## config.mk

```make
export PLATFORM = sky130hd
export DESIGN_NAME = asic_gpio_side
export DESIGN_NICKNAME = d
export VERILOG_FILES = /design/src/rtl/asic_gpio_pkg.sv /design/src/rtl/asic_gpio_sync.sv /design/src/rtl/asic_gpio_side.sv
export SDC_FILE = /design/constraint.sdc
export NUM_CORES = 1
export LEC_CHECK = 0
export ABC_AREA = 1
export BUFFER_PORTS_ARGS = -buffer_cell sky130_fd_sc_hd__buf_4
export CORE_MARGIN = 2
export CORE_UTILIZATION = 45
export DETAILED_ROUTE_END_ITERATION = 10
export GPL_TIMING_DRIVEN = 0
export HOLD_SLACK_MARGIN = 0.03
export PLACE_DENSITY = 0.65
export SETUP_SLACK_MARGIN = 0.05
export SKIP_CTS_REPAIR_TIMING = 1
export SYNTH_ARGS = -nofsm -noshare
export SYNTH_HDL_FRONTEND = slang
export SYNTH_HIERARCHICAL = 1
export SYNTH_SLANG_ARGS = --single-unit
```

## constraint.sdc

```tcl
create_clock -name clk -period 4.27 [get_ports clk]
set_input_delay 0.2135 -clock clk [delete_from_list [all_inputs] [get_ports clk]]
set_output_delay 0.2135 -clock clk [all_outputs]
set_load 0.02 [all_outputs]
```

## src/rtl/asic_gpio_pkg.sv

```systemverilog
// asic_gpio_pkg: register map and data width shared by the GPIO side controller
package asic_gpio_pkg;
  localparam int REG_DW = 32;
  localparam logic [3:0] GPIO_OUT      = 4'd0;
  localparam logic [3:0] GPIO_OE       = 4'd1;
  localparam logic [3:0] GPIO_IE       = 4'd2;
  localparam logic [3:0] GPIO_IN       = 4'd3;
  localparam logic [3:0] GPIO_RISE_EN  = 4'd4;
  localparam logic [3:0] GPIO_FALL_EN  = 4'd5;
  localparam logic [3:0] GPIO_STATUS   = 4'd6;
  localparam logic [3:0] GPIO_TECHSEL  = 4'd7;
  localparam logic [3:0] GPIO_TECHDATA = 4'd8;
endpackage

```

## src/rtl/asic_gpio_sync.sv

```systemverilog
// asic_gpio_sync: multi-flop synchroniser for asynchronous pad inputs
module asic_gpio_sync #(
  parameter int W      = 1,
  parameter int STAGES = 2
) (
  input  logic         clk,
  input  logic         nreset,
  input  logic [W-1:0] d,
  output logic [W-1:0] q
);
  logic [STAGES-1:0][W-1:0] ff;
  always_ff @(posedge clk or negedge nreset)
    if (!nreset) ff <= '0;
    else ff <= {ff[STAGES-2:0], d};
  assign q = ff[STAGES-1];
endmodule

```

## src/rtl/asic_gpio_side.sv

```systemverilog
// asic_gpio_side: pad-control registers, input edge capture and irq for one padring side
module asic_gpio_side
  import asic_gpio_pkg::*;
#(
  parameter int N                                  = 9,
  parameter int TECH_CFG_WIDTH                     = 16,
  parameter int SYNC_STAGES                        = 2,
  parameter logic [TECH_CFG_WIDTH-1:0] TECH_CFG_RESET = '0
) (
  input  logic                        clk,
  input  logic                        nreset,
  input  logic                        reg_valid,
  input  logic                        reg_write,
  input  logic [3:0]                  reg_addr,
  input  logic [31:0]                 reg_wdata,
  output logic                        reg_done,
  output logic [31:0]                 reg_rdata,
  input  logic [N-1:0]                din,
  output logic [N-1:0]                dout,
  output logic [N-1:0]                oen,
  output logic [N-1:0]                ie,
  output logic [N*TECH_CFG_WIDTH-1:0] tech_cfg,
  output logic                        irq
);
  localparam int TW = TECH_CFG_WIDTH;
  logic [N-1:0] out_r, oe_r, ie_r, rise_en, fall_en, status, s, p, rise, fall, w1c;
  logic [4:0] techsel;
  logic [N*TW-1:0] tech_r;
  logic [REG_DW-1:0] rd_mux, tech_rd;
  logic wr, sel_ok, unused_wdata;
  asic_gpio_sync #(.W(N), .STAGES(SYNC_STAGES)) u_sync (
    .clk    (clk),
    .nreset (nreset),
    .d      (din),
    .q      (s)
  );
  assign wr           = reg_valid & reg_write;
  assign rise         = s & ~p & ie_r & rise_en;
  assign fall         = ~s & p & ie_r & fall_en;
  assign w1c          = (wr && reg_addr == GPIO_STATUS) ? reg_wdata[N-1:0] : '0;
  assign sel_ok       = int'(techsel) < N;
  assign tech_rd      = sel_ok ? REG_DW'(tech_r[techsel*TW +: TW]) : '0;
  assign unused_wdata = ^reg_wdata;
  always_comb begin
    rd_mux = '0;
    case (reg_addr)
      GPIO_OUT:      rd_mux = REG_DW'(out_r);
      GPIO_OE:       rd_mux = REG_DW'(oe_r);
      GPIO_IE:       rd_mux = REG_DW'(ie_r);
      GPIO_IN:       rd_mux = REG_DW'(s & ie_r);
      GPIO_RISE_EN:  rd_mux = REG_DW'(rise_en);
      GPIO_FALL_EN:  rd_mux = REG_DW'(fall_en);
      GPIO_STATUS:   rd_mux = REG_DW'(status);
      GPIO_TECHSEL:  rd_mux = REG_DW'(techsel);
      GPIO_TECHDATA: rd_mux = tech_rd;
      default:       rd_mux = '0;
    endcase
  end
  // Edge sets take priority over a same-cycle write-1-clear
  always_ff @(posedge clk or negedge nreset)
    if (!nreset) begin
      out_r     <= '0;
      oe_r      <= '0;
      ie_r      <= '0;
      rise_en   <= '0;
      fall_en   <= '0;
      status    <= '0;
      p         <= '0;
      techsel   <= '0;
      tech_r    <= {N{TECH_CFG_RESET}};
      irq       <= 1'b0;
      reg_done  <= 1'b0;
      reg_rdata <= '0;
    end else begin
      p         <= s;
      status    <= (status & ~w1c) | rise | fall;
      irq       <= |status;
      reg_done  <= reg_valid;
      reg_rdata <= (reg_valid && !reg_write) ? rd_mux : '0;
      if (wr)
        case (reg_addr)
          GPIO_OUT:      out_r   <= reg_wdata[N-1:0];
          GPIO_OE:       oe_r    <= reg_wdata[N-1:0];
          GPIO_IE:       ie_r    <= reg_wdata[N-1:0];
          GPIO_RISE_EN:  rise_en <= reg_wdata[N-1:0];
          GPIO_FALL_EN:  fall_en <= reg_wdata[N-1:0];
          GPIO_TECHSEL:  techsel <= reg_wdata[4:0];
          GPIO_TECHDATA: if (sel_ok) tech_r[techsel*TW +: TW] <= reg_wdata[TW-1:0];
          default: ;
        endcase
    end
  assign dout     = out_r;
  assign oen      = ~oe_r;
  assign ie       = ie_r;
  assign tech_cfg = tech_r;
endmodule
```

; Word level (Yosys, flattened, before mapping)
; Index checks and enable logic that the tools add are counted.
[word_totals]
regBits = 264
out_inout_bits = 205
word_cells = 59
[classes]
order_cmp = 1
eq_ne = 8
n_reduce_logical = 12
mux = 5
addsub = 1
shifts = 3
bitwise_logic = 15
[ops]
columns = cell, n
row1 = bitwise mux 144 bit, 1
row2 = case mux 16 bit (9 select lines), 1
row3 = "variable shift 16 x 34 -> 144 bit, first input constant", 1
row4 = variable part select 144 x 10 -> 16 bit, 1
row5 = variable part select 16 x 34 -> 144 bit, 1
row6 = AND 9 bit, 8
row7 = inverter 9 bit, 4
row8 = negation 9 -> 34 bit, 1
row9 = two-way mux 32 bit, 1
row10 = OR 9 bit, 2
row11 = "equality test 4 x 3 -> 1 bit, second input constant", 4
row12 = two-way mux 16 bit, 1
row13 = AND reduction 2 bit, 6
row14 = two-way mux 9 bit, 1
row15 = OR reduction 9 bit, 1
row16 = "equality test 4 x 2 -> 1 bit, second input constant", 2
row17 = "less-than comparator 5 x 4 -> 1 bit, second input constant", 1
row18 = "equality test 4 x 1 -> 1 bit, second input constant", 1
row19 = "equality test 4 bit, second input constant", 1
row20 = logical NOT 4 bit, 1
row21 = AND reduction 3 bit, 1
row22 = logical AND 1 bit, 2
row23 = AND 1 bit, 1
row24 = logical NOT 1 bit, 1

; Depth between registers and ports, before layout
[depth]
depth_word = 7
ltp_mapped = 14
depth_no_buf = 11

; Modules after synthesis
; Netlist, hierarchy kept.
[modules_own_cells]
columns = mod, area_per_inst_um2, n_inst, cells_per_inst
row1 = asic_gpio_side, 12479.5, 1, 1705
row2 = asic_gpio_sync, 518.0, 1, 27

; Least setup slack after synthesis
; OpenSTA, ideal clock, no wires.
[synth_path]
path_type = reg2reg
from = reg techsel[1]
to = reg tech_r[56], in the netlist tech_cfg[56]
arrival_time_ns = 2.828
path_slack_ns = 1.326
stages_incl_launch_ff = 14
setup_ns = 0.117
n_path_buf = 4
period_less_slack_ns = 2.944
path_cell_list = dfrtp_1 inv_2 clkbuf_1 buf_1 ha_1 nand2_1 nor2_1 ha_1 inv_2 clkbuf_1 clkbuf_1 nor4_1 nand2_1 nand2_1
[synth_between]
elab_chain_len = 3
[synth_lines]
columns = item, line_no
row1 = "start, declared", asic_gpio_side.sv:27  ; logic [4:0] techsel;
row2 = "start signal, assigned", asic_gpio_side.sv:87  ; GPIO_TECHSEL: techsel <= reg_wdata[4:0];
row3 = negation 9 -> 34 bit, asic_gpio_side.sv:88  ; GPIO_TECHDATA: if (sel_ok) tech_r[techsel*TW +: TW] <= reg_wdata[TW-1:0];
row4 = variable part select 16 x 34 -> 144 bit / variable shift 16 x 34 -> 144 bit (equally long branches), asic_gpio_side.sv:88
row5 = bitwise mux 144 bit, asic_gpio_side.sv:88
row6 = "end signal, assigned", asic_gpio_side.sv:70  ; tech_r <= {N{TECH_CFG_RESET}};
row7 = "end signal, assigned by index", asic_gpio_side.sv:88
row8 = "end, declared", asic_gpio_side.sv:28  ; logic [N*TW-1:0] tech_r;
; Several ways; a longest one is shown, not always the timed one.
; A chain may end at the register's enable or synchronous reset.

; Final worst setup path
[layout_path]
from = reg techsel[1]
to = reg tech_r[62], in the netlist tech_cfg[62]
; Same word-level chain as after synthesis.

==> flow_summary.toml <==
[cts]
cts.sinks = 248
cts_made_buffers = 28
root_buffer = "clkbuf_16"
clock_latency_ps = 560
clk_pin_slew_ps = 60
h-tree-depth = 1
tritoncts = "yes"
clockBufferDepth = 3

[worst_setup_path]
crit_path_end_kind = "register"
r2r_start = "techsel[1]$_DFFE_PN0P_"
worst-setup-path-type = "reg2reg"
path_cells = "inv_2, clkbuf_1, clkbuf_2, ha_1, nand2_1, nor2_1, ha_1, inv_2, clkbuf_1, clkbuf_1, nor4_1, nand2_1, nand2_1"
path_delay_family = "buffers and inverters"
crit_end = "tech_cfg[62]$_DFFE_PN0P_"
r2r_end = "tech_cfg[62]$_DFFE_PN0P_"
crit_required_ps = 4710
worstPathArrival_ps = 4300
crit_fanout = 11
crit_start = "techsel[1]$_DFFE_PN0P_"
slowest_delay_ps = 540
startpoint_type = "register"
ff2ff_setup_slack_ps = 400
critPathBufInv = 6
path_depth = 13
r2r_cells = 13
slowest_stage = "dfrtp_1"

[placement]
place_ws_ps = 258
hpwl_um = 38200
gp_congestion = 0.959
place_area_um2 = 15200
dp.cells = 2353
port_buffers = 220

[die]
initial_core_util_pct = 45.5
chipHeight_um = 174
row_count = 62
die_w_um = 174
die_area_um2 = 30300
coreArea_um2 = 28500
pin_count = 254

[synthesis]
synthMuxAreaShare_pct = 0
ys_seq_elements = 248
synth_top_area_share_pct = 47.7
synth_fa_ha_area_share_pct = 0.481
ys_warn_count = 6
yosys.area.top_type = "dfrtp_1"
syn_area_per_cell_um2 = 7.50
synth_top_cells_by_area = "dfrtp_1 (48%), nand2_1 (18%), nand3_1 (5.6%)"
synth_compound_area_share_pct = 7.31
synth_xor_area_share_pct = 0
yosys.area_share.simple_pct = 36.1
synth_area_um2 = 13000
ys_types = 34
synthCells = 1732
yosysSeqAreaShare_pct = 47.7
synth_top_family_by_area = "simple AND/OR/NAND/NOR gates"

[power_and_ir_drop]
power_leakage_nw = 8.28
vdd_drop_max_v = 0.000301
power_density_nw_per_um2 = 439
power_mw = 7.18

[drt]
drtAntennaViolNets = 0
wl_um = 49800
drt-vias-per-instance = 5.48
detail_route.first_pass.iterations = 5
post-route-drc-count = 0
wl_per_cell_um = 20.6
drt_first_iter_violations = 1623
vias = 13300

[timing]
drv_slew = 0
worst_slew_pin_slew_ps = 731
setup_ws_ps = 402
fin_crit_sh_pct = 90.6
fin_skew_ps = 19.0
max_freq_ghz = 0.259
fin_crit_ps = 3870
setup_viol = 0
fin_tns_setup_ps = 0
rsz0062_at_grt = "no"
whs_ps = 28.8
finalHoldViolCount = 0
slew_headroom_pct = 51.3

[finish]
final_layout_size_suffix_gt1_share_pct = 18.7
fin_util_pct = 57.4
final_net_count = 2066
layout_common_cells = "nand2_1 (609), buf_4 (251), dfrtp_1 (248)"
fin_area_um2 = 16400
areaGrowthSynthToFinish_pct = 26.0
nFillCells = 2752
stdcell_count = 2417
antenna_cells = 0
layout_commonest_cell = "nand2_1"

[global_route]
gr-usage-all-layers_pct = 32.6
gr-total-overflow = 0
grt_max_degree = 123
grt_pass1_wl_um = 75900
grt_pass1_vias = 12600
antenna_found_initial = 0

[outcome]
outcome = "finished, final reports clean"

[job]
maxCapViolations = 0

[worst_hold_path]
hold_class = "in2reg"
-- sequential cells by signal, summed over array words and instances (netlist names) --
name,flops
tech_cfg,144
rise_en,9
dout,9
oe_r,9
reg_done,1
p,9
u_sync/q,9
fall_en,9
techsel,5
u_sync/ff,9
status,9
reg_rdata,16
ie,9
irq,1
-- power breakdown --
part | total, mW | internal (mW) | switching (mW)
registers | 2.63 | 2.48 | 0.140
clock network | 2.56 | 1.55 | 1.00
logic | 2.00 | 0.512 | 1.49
total | 7.18 | 4.55 | 2.63
-- synthesized netlist by cell type, drive strengths merged --
library cell / count
a21oi: 21
buf: 73
clkbuf: 51
clkinv: 1
conb: 1
dfrtp: 248
ha: 5
inv: 116
nand2: 613
nand3: 157
nand4: 57
nor2: 188
nor3: 12
nor4: 34
o2111a: 5
o211ai: 14
o21ai: 134
o31ai: 1
or2: 1
-- tightest hold or removal path, delay by kind of cell --
family | cells | cell delay (ps)
AO/OA/AOI/OAI | 1 | 90
AND/OR/NAND/NOR | 1 | 100
buffers and inverters | 1 | 140
-- layer usage --
layer / share of wire [%] / track usage [%] / vias up
met3: 7.7 / 4.00 / 122
met5: 0 / 0 / -
met2: 45 / 51.1 / 658
li1: - / - / 6133
met4: 4.2 / 12.5 / 0
met1: 43 / 46.6 / 6342
-- cell type report --
type	count	area [um^2]	area share (%)
flip-flops and latches	248	6210	37.9
multi-input cells	1258	5770	35.2
repair buffers	235	1840	11.3
clock buffers	41	850	5.19
plain buffers	124	648	3.96
well taps	384	480	2.93
inverters	117	439	2.68
clock inverters	10	139	0.848
-- kinds of logic (layout without fill, tap and decap cells) --
| family | after synthesis | after routing |
|---|---|---|
| buf+inv | 241 | 527 |
| simple gates | 1062 | 1062 |
| flops | 248 | 248 |
| fa+ha+maj | 5 | 5 |
| other cells | 1 | 16 |
| compound gates | 175 | 175 |
-- worst min-delay path by stage --
stage	cells after the start	endpoint	from	slack (ps)
detailed placement	1	tech_cfg[37]$_DFFE_PN0P_	nreset	130
global placement	1	u_sync/ff[8]$_DFF_PN0_	din[8]	320
global route	3	tech_cfg[125]$_DFFE_PN0P_	reg_wdata[13]	40
CTS	1	tech_cfg[35]$_DFFE_PN0P_	nreset	-440
finish	3	tech_cfg[95]$_DFFE_PN0P_	reg_wdata[15]	30
floorplan	0	dout[0]$_DFFE_PN0P_	nreset	-80
No activity file was read; power rests on OpenSTA's default activity.
